$ cat src/rtl/dbg_access_arbiter.sv
// dbg_access_arbiter
// Round-robin arbiter and sequencer for the shared debug register bus.
// Grants one debug front-end at a time. Drives a registered addr/wdata/write
// command with a level-held enable_o strobe, and returns read data,
// completion and error to the granted requester as a single-cycle pulse.
// Optional feature: define DBG_ARB_TIMEOUT_EN to abort any access that is
// not acknowledged within TIMEOUT_CYCLES cycles of ACCESS.
module dbg_access_arbiter #(
  parameter int NUM_REQ        = 3,
  parameter int ADDR_WIDTH     = 32,
  parameter int DATA_WIDTH     = 32,
  parameter int TIMEOUT_CYCLES = 1024
) (
  input  logic                          clk_i,
  input  logic                          rst_i,
  // requester side
  input  logic [NUM_REQ-1:0]            req_valid_i,
  input  logic [NUM_REQ-1:0]            req_write_i,
  input  logic [NUM_REQ*ADDR_WIDTH-1:0] req_addr_i,
  input  logic [NUM_REQ*DATA_WIDTH-1:0] req_wdata_i,
  output logic [NUM_REQ-1:0]            req_ready_o,
  output logic [NUM_REQ-1:0]            req_error_o,
  output logic [DATA_WIDTH-1:0]         req_rdata_o,
  output logic [NUM_REQ-1:0]            grant_o,
  output logic                          busy_o,
  // debug register block side
  output logic [ADDR_WIDTH-1:0]         addr_o,
  output logic [DATA_WIDTH-1:0]         wdata_o,
  output logic                          write_o,
  output logic                          enable_o,
  input  logic [DATA_WIDTH-1:0]         rdata_i,
  input  logic                          ready_i,
  input  logic                          error_i
);

  localparam int PTR_W = $clog2(NUM_REQ);

  // Elaboration-time guards on the legal parameter ranges.
  if (NUM_REQ < 2 || NUM_REQ > 8) begin : g_bad_num_req
    $error("dbg_access_arbiter: NUM_REQ must be in 2..8");
  end
  if (TIMEOUT_CYCLES < 2) begin : g_bad_timeout
    $error("dbg_access_arbiter: TIMEOUT_CYCLES must be >= 2");
  end

  typedef enum logic [1:0] {
    S_IDLE   = 2'd0,
    S_ACCESS = 2'd1,
    S_RESP   = 2'd2
  } state_e;

  state_e                  state_q, state_d;
  logic [PTR_W-1:0]        rr_ptr_q;
  logic [PTR_W-1:0]        gnt_idx_q;
  logic [NUM_REQ-1:0]      grant_q;
  logic [ADDR_WIDTH-1:0]   addr_q;
  logic [DATA_WIDTH-1:0]   wdata_q;
  logic                    write_q;
  logic [DATA_WIDTH-1:0]   rdata_q;
  logic                    err_q;

  logic                    sel_found;
  logic [PTR_W-1:0]        sel_idx;
  logic [NUM_REQ-1:0]      sel_onehot;
  logic [ADDR_WIDTH-1:0]   sel_addr;
  logic [DATA_WIDTH-1:0]   sel_wdata;
  logic                    sel_write;
  logic                    timeout_hit;

  // Round-robin pick: first valid requester above the pointer, then wrap.
  always_comb begin
    // NOTE: every signal gets a default first so no path leaves it unassigned (no latch).
    sel_found  = 1'b0;
    sel_idx    = '0;
    sel_onehot = '0;
    sel_addr   = '0;
    sel_wdata  = '0;
    sel_write  = 1'b0;
    for (int i = 0; i < NUM_REQ; i++) begin
      if (!sel_found && req_valid_i[i] && (i > int'(rr_ptr_q))) begin
        sel_found     = 1'b1;
        sel_idx       = PTR_W'(i);
        sel_onehot[i] = 1'b1;
        sel_addr      = req_addr_i[i*ADDR_WIDTH +: ADDR_WIDTH];
        sel_wdata     = req_wdata_i[i*DATA_WIDTH +: DATA_WIDTH];
        sel_write     = req_write_i[i];
      end
    end
    for (int i = 0; i < NUM_REQ; i++) begin
      if (!sel_found && req_valid_i[i] && (i <= int'(rr_ptr_q))) begin
        sel_found     = 1'b1;
        sel_idx       = PTR_W'(i);
        sel_onehot[i] = 1'b1;
        sel_addr      = req_addr_i[i*ADDR_WIDTH +: ADDR_WIDTH];
        sel_wdata     = req_wdata_i[i*DATA_WIDTH +: DATA_WIDTH];
        sel_write     = req_write_i[i];
      end
    end
  end

`ifdef DBG_ARB_TIMEOUT_EN
  localparam int TO_W = $clog2(TIMEOUT_CYCLES + 1);

  logic [TO_W-1:0] to_cnt_q;

  // Count ACCESS cycles; held at zero outside ACCESS so each access starts fresh.
  always_ff @(posedge clk_i or posedge rst_i) begin
    if (rst_i) begin
      to_cnt_q <= '0;
    end else if (state_q == S_ACCESS) begin
      to_cnt_q <= to_cnt_q + 1'b1;
    end else begin
      to_cnt_q <= '0;
    end
  end

  // Fires in the TIMEOUT_CYCLES-th ACCESS cycle; a coincident ready_i wins.
  assign timeout_hit = (state_q == S_ACCESS) && !ready_i &&
                       (to_cnt_q == TO_W'(TIMEOUT_CYCLES - 1));
`else
  assign timeout_hit = 1'b0;
`endif

  // State register.
  always_ff @(posedge clk_i or posedge rst_i) begin
    // NOTE: clocked state uses non-blocking assignments so every flop samples pre-edge values.
    if (rst_i) begin
      state_q <= S_IDLE;
    end else begin
      state_q <= state_d;
    end
  end

  // Next-state logic: IDLE -> ACCESS on any request, ACCESS -> RESP on ack/timeout.
  always_comb begin
    state_d = state_q;
    unique case (state_q)
      S_IDLE:   if (sel_found) state_d = S_ACCESS;
      S_ACCESS: if (ready_i || timeout_hit) state_d = S_RESP;
      S_RESP:   state_d = S_IDLE;
      default:  state_d = S_IDLE;
    endcase
  end

  // Command, grant, pointer and response capture registers.
  always_ff @(posedge clk_i or posedge rst_i) begin
    if (rst_i) begin
      rr_ptr_q  <= PTR_W'(NUM_REQ - 1);
      gnt_idx_q <= '0;
      grant_q   <= '0;
      addr_q    <= '0;
      wdata_q   <= '0;
      write_q   <= 1'b0;
      rdata_q   <= '0;
      err_q     <= 1'b0;
    end else begin
      unique case (state_q)
        S_IDLE: begin
          if (sel_found) begin
            gnt_idx_q <= sel_idx;
            grant_q   <= sel_onehot;
            addr_q    <= sel_addr;
            wdata_q   <= sel_wdata;
            write_q   <= sel_write;
          end
        end
        S_ACCESS: begin
          if (ready_i) begin
            rdata_q <= write_q ? '0 : rdata_i;
            err_q   <= error_i;
          end else if (timeout_hit) begin
            rdata_q <= '0;
            err_q   <= 1'b1;
          end
        end
        S_RESP: begin
          rr_ptr_q <= gnt_idx_q;
          grant_q  <= '0;
          rdata_q  <= '0;
          err_q    <= 1'b0;
        end
        default: ;
      endcase
    end
  end

  // Output decode from state and captured registers.
  always_comb begin
    enable_o    = (state_q == S_ACCESS);
    busy_o      = (state_q != S_IDLE);
    grant_o     = grant_q;
    req_ready_o = (state_q == S_RESP) ? grant_q : '0;
    req_error_o = (state_q == S_RESP && err_q) ? grant_q : '0;
    req_rdata_o = (state_q == S_RESP) ? rdata_q : '0;
  end

  assign addr_o  = addr_q;
  assign wdata_o = wdata_q;
  assign write_o = write_q;

endmodule

$ cat config.mk
export PLATFORM = sky130hd
export DESIGN_NAME = dbg_access_arbiter
export DESIGN_NICKNAME = d
export VERILOG_FILES = /design/src/rtl/dbg_access_arbiter.sv
export SDC_FILE = /design/constraint.sdc
export NUM_CORES = 1
export LEC_CHECK = 0
export ABC_AREA = 0
export BUFFER_PORTS_ARGS = -buffer_cell sky130_fd_sc_hd__buf_2
export CAP_MARGIN = 25
export CORE_AREA = 2 2 133 135
export CTS_CLUSTER_SIZE = 10
export DETAILED_ROUTE_END_ITERATION = 10
export DIE_AREA = 0 0 135 137
export SETUP_SLACK_MARGIN = 0.2
export SLEW_MARGIN = 20
export SYNTH_ARGS = -nofsm -noshare
export SYNTH_HDL_FRONTEND = slang
export SYNTH_SLANG_ARGS = --single-unit
$ cat constraint.sdc
create_clock -name clk_i -period 7.6 [get_ports clk_i]
set_clock_uncertainty 0.05 [all_clocks]
set_input_delay 1.52 -clock clk_i [delete_from_list [all_inputs] [get_ports clk_i]]
set_output_delay 1.52 -clock clk_i [all_outputs]
set_load 0.005 [all_outputs]
**After elaboration in Yosys (flattened, before gate mapping)**

Cells that the tools add are included.

- Order comparisons: 4
- Eq/ne operators: 4
- Mux-type cells: 42
- Reduce and logical (&&, ||, !) cells: 21

Operator list:

| operator | number |
|---|---|
| two-way mux 32 bit | 13 |
| case mux 32 bit (2 select lines) | 1 |
| two-way mux 1 bit | 16 |
| two-way mux 2 bit | 6 |
| logical AND 1 bit | 9 |
| two-way mux 3 bit | 3 |
| AND reduction 2 bit | 4 |
| case mux 3 bit (2 select lines) | 1 |
| nonzero test 2 bit | 3 |
| logical NOT 1 bit | 4 |
| case mux 2 bit (2 select lines) | 1 |
| equality test 2 x 1 -> 1 bit, second input constant | 1 |
| equality test 2 bit, second input constant | 1 |
| greater-than comparator 1 x 2 -> 1 bit, first input constant | 1 |
| greater-than comparator 2 bit, first input constant | 1 |
| <= comparator 1 x 2 -> 1 bit, first input constant | 1 |
| <= comparator 2 bit, first input constant | 1 |
| logical NOT 2 bit | 1 |
| inequality test 2 x 1 -> 1 bit, second input constant | 1 |
| inequality test 2 bit, second input constant | 1 |
| case mux 1 bit (2 select lines) | 1 |

- Flip-flop bits (word level): 107
- Output and inout bits: 108

**Longest topological paths before layout**

- Word-level depth: 20
- Mapped depth: 6

**Least setup slack after synthesis**

Ideal clock, no wire load.

- Path kind: flip-flop to output port
- Start: reg state_q[1]
- End: out req_rdata_o[22]
- Arrival: 1.050 ns
- Required time: 6.030 ns
- Slack: 4.980 ns
- Stages on the path, launching flop included: 5
- Path through: dfrtp_1 inv_1 nor2_1 clkbuf_1 and2_1

- Cells in the longest elaborated chain, start to end: 2

Ends and longest elaborated chain:

| element | line | source |
|---|---|---|
| start: declaration | 52 | `state_e state_q, state_d;` |
| start signal: assignment | 130 | `state_q <= state_d;` |
| equality test 2 bit | 194 | `req_rdata_o = (state_q == S_RESP) ? rdata_q : '0;` |
| two-way mux 32 bit | 194 |  |
| end: declaration | 23 | `output logic [DATA_WIDTH-1:0] req_rdata_o,` |

Every way passes these cells.

**Final worst setup path**

- Start: reg state_q[1]
- End: out req_error_o[1]

- Cells in the longest elaborated chain, start to end: 3

Ends and longest elaborated chain:

| element | line | source |
|---|---|---|
| equality test 2 bit | 193 | `req_error_o = (state_q == S_RESP && err_q) ? grant_q : '0;` |
| logical AND 1 bit | 193 |  |
| two-way mux 3 bit | 193 |  |
| end: declaration | 22 | `output logic [NUM_REQ-1:0] req_error_o,` |

Every way passes these cells.

==> results.md <==
* Maximum clock rate at approximately 0.30 GHz
* CTS Buf Count at 9
* DPL Wire Length at 11900 um
* DRC viols at 0
* MaxCap Viol Count at 0
* Row count at 48
* Sink Count at between 100 and 150
* Fin crit share at about 44%
* Initial DRC count at 252
* Antenna fix cells at 0
* Post-synthesis mux area share at 0.438%
* Xor/xnor share of the synthesized area at 0%
* Root buf cell: clkbuf_16
* Die Area at around 0.018 mm^2
* Synth Flop Type: dfrtp_1
* Vias at 5146
* Maximum vdd drop at 0.165 mV
* DRT Wirelength at 16900 um
* Synthesized net count at 758
* Design Area, Final at a little over 0.007 mm^2
* Outcome: complete, no violations
* Global-route wire length before repair at ~26000 um
* ANT nets after route at 0
* Initial Utilization at around 30%
* Critical path required time at ~6000 ps
* Synth top area share at between 50% and 60%
* Pin count of the biggest net entering global routing at between 60 and 70
* Pleak at 3.69 nW
* Final Util at 42.4%
* HP Class: flip-flop to flip-flop
* Slew Viols, Final at 0
* CP max FO at 39
* Die Span Y at 137 um
* IO Pins at 342
* RSZ-0062 raised after global routing: false
* Register area share after synthesis at ~52%
* Cells after Synth at 524
* Hold buffers post-CTS at 0
* Area delta synth->final at 40.8%
* Synthesized area at approximately 0.005 mm^2
* Sum Neg Setup Slack at 0 ps
* Place WS at 4120 ps
* Maximum clock path buffer count at 2
* Placement-stage cell area at approximately 0.0069 mm^2
* Core Footprint at approximately 0.017 mm^2
* Avg WL per Cell at 15.8 um
* Post-Synth Simple-Gate Area at around 12%
* GPL Wtd Cong at 0.771
* Vias in the first global route at 5051
* Final Net Count at 1072
* Clock transition at the registers of the reported paths at 70 ps
* Port Buffers at around 340
* Initial antenna violation count at 1
* Critical path type: flip-flop to output pin
* Post-synth EDFFs at 0
* Slew margin rel. at roughly 36%
* Complex-gate fraction of the synthesized area at 29.8%
* H-tree levels at 3
* CP Data Arrival Time at ~1800 ps
* # Post-CTS Setup Buffers at 0
* Worst skew pair latency at 340 ps
* Largest family of logic cells by synthesized area: compound AO/OA/AOI/OAI gates
* Synth Area per Inst at about 9.8 um^2
* Total global-route track usage at roughly 18%
* DR pass1 iterations at 5
* Adder-cell share of the synthesized area at 0%
* Final worst slack at between 4000 and 5000 ps
* Resized Gates After CTS at 0
* Die extent in x at between 100 and 150 um
* Cell variety after synth at 33
* FF+latch count, synth at 107
* FFs w/ async S/R, synth at 100%
* Endpoints failing hold at 0
* Setup crit end kind: output pin
* Pwr per Cell Area at about 370 mW/mm^2
* Startpoint types: flip-flop
* Final setup vio count at 0
* Total power draw at around 2.7 mW
* Share of layout cells above drive strength 1 at between 40% and 50%
* YS warnings at 0
* Measured slew at the worst slew-check pin at 961 ps
* Gr ovfl total at 0
* Largest cells by area after synthesis: dfrtp_1 (52%), a21oi_1 (13%), a22oi_1 (9.4%), a22o_1 (6.0%), nor2_1 (5.0%)
* Dominant cell type by area after synthesis: dfrtp_1
* TritonCTS clock tree: done
* Min cycle time layout at 3330 ps
* Post-DR vias/cell at around 4.8
## power breakdown
| part | switching, mW | internal [mW] | total (mW) |
|---|---|---|---|
| clock network | 0.215 | 0.258 | 0.473 |
| registers | 0.158 | 0.859 | 1.02 |
| logic | 0.677 | 0.513 | 1.19 |
| total | 1.05 | 1.63 | 2.68 |
## kinds of logic after synthesis
logic type | Yosys count
AOI/OAI and AO/OA | 237
and+or+nand+nor | 127
DFF | 107
buffers and inverters | 51
muxes | 2
## critical path, cell delays in order (launching register included)
cell	delay, ps
dfrtp_1	400
inv_1	100
nor2_2	220
buf_4	350
and3_1	230
buf_2	120
## layout by cell type (no fill, tap or decap), drive strengths merged
master / count
or2: 1
clkinvlp: 2
o21ai: 3
o2bb2ai: 1
a21oi: 130
and3: 3
nor2: 70
a32o: 1
and2b: 2
a21o: 1
nand2: 11
a222oi: 1
nor3: 1
inv: 7
bufinv: 1
o31ai: 1
a22oi: 64
a22o: 35
mux2: 2
nand2b: 2
buf: 349
and2: 35
dfstp: 1
clkinv: 1
dfrtp: 106
nor2b: 2
clkbuf: 9
## flip-flops by register name, summed over array words and instances, names as in the netlist
| signal | cells |
|---|---|
| wdata_o | 32 |
| write_o | 1 |
| state_q | 2 |
| rdata_q | 32 |
| addr_o | 32 |
| rr_ptr_q | 2 |
| err_q | 1 |
| grant_o | 3 |
| gnt_idx_q | 2 |
## layer usage
metal / vias up / share of wire [%] / GRT usage [%] / wire, um
met2: 224 / 48 / 29.7 / 8170
met3: 18 / 7.9 / 5.44 / 1330
met5: - / 0.077 / 0 / 13
met1: 2381 / 42 / 22.3 / 7120
met4: 2 / 1.3 / 4.80 / 224
li1: 2521 / - / - / -
## layout make-up
cell class / count / area (um^2)
timing repair buffer: 349 / 1770
fill: 1743 / 9820
clock buffer: 9 / 225
inverter: 5 / 21.3
sequential: 107 / 2680
tap: 225 / 282
clock inverter: 6 / 73.8
multi-input combinational: 366 / 2190
## per-stage QoR
step	instances	hold slack [ps]
5_1_grt	1067	449
6_report	1067	425
3_5_place_dp	1052	409
4_1_cts	1067	430
2_1_floorplan	524	390
3_3_place_gp	1052	414
## synth_stat cells, types with 2 or more instances
master / instances
buf_8: 3
nor2_1: 69
o21ai_0: 2
and2b_4: 2
buf_4: 6
and3_1: 3
buf_2: 20
and2_1: 34
a21oi_1: 129
inv_1: 5
clkbuf_1: 9
nand2_1: 11
buf_1: 6
mux2_2: 2
nand2b_1: 2
buf_6: 2
a22oi_1: 64
dfrtp_1: 106
a22o_1: 35
## path summary, 6_finish.rpt
| check | startpoint | end | slack (ps) | cells past startpoint |
|---|---|---|---|---|
| max | state_q[1]$_DFFE_PP0P_ | req_error_o[1] | 4270 | 5 |
| min | gnt_idx_q[0]$_DFFE_PP0P_ | gnt_idx_q[0]$_DFFE_PP0P_ | 420 | 2 |
| max reg2reg | state_q[0]$_DFFE_PP0P_ | wdata_o[25]$_DFFE_PP0P_ | 5230 | 5 |
| min reg2reg | gnt_idx_q[0]$_DFFE_PP0P_ | gnt_idx_q[0]$_DFFE_PP0P_ | 420 | 2 |
| max in group asynchronous | rst_i | addr_o[20]$_DFFE_PP0P_ | 5080 | 3 |
| min in group asynchronous | rst_i | rdata_q[23]$_DFFE_PP0P_ | 1180 | 2 |
(Power assumes the default switching activity.)
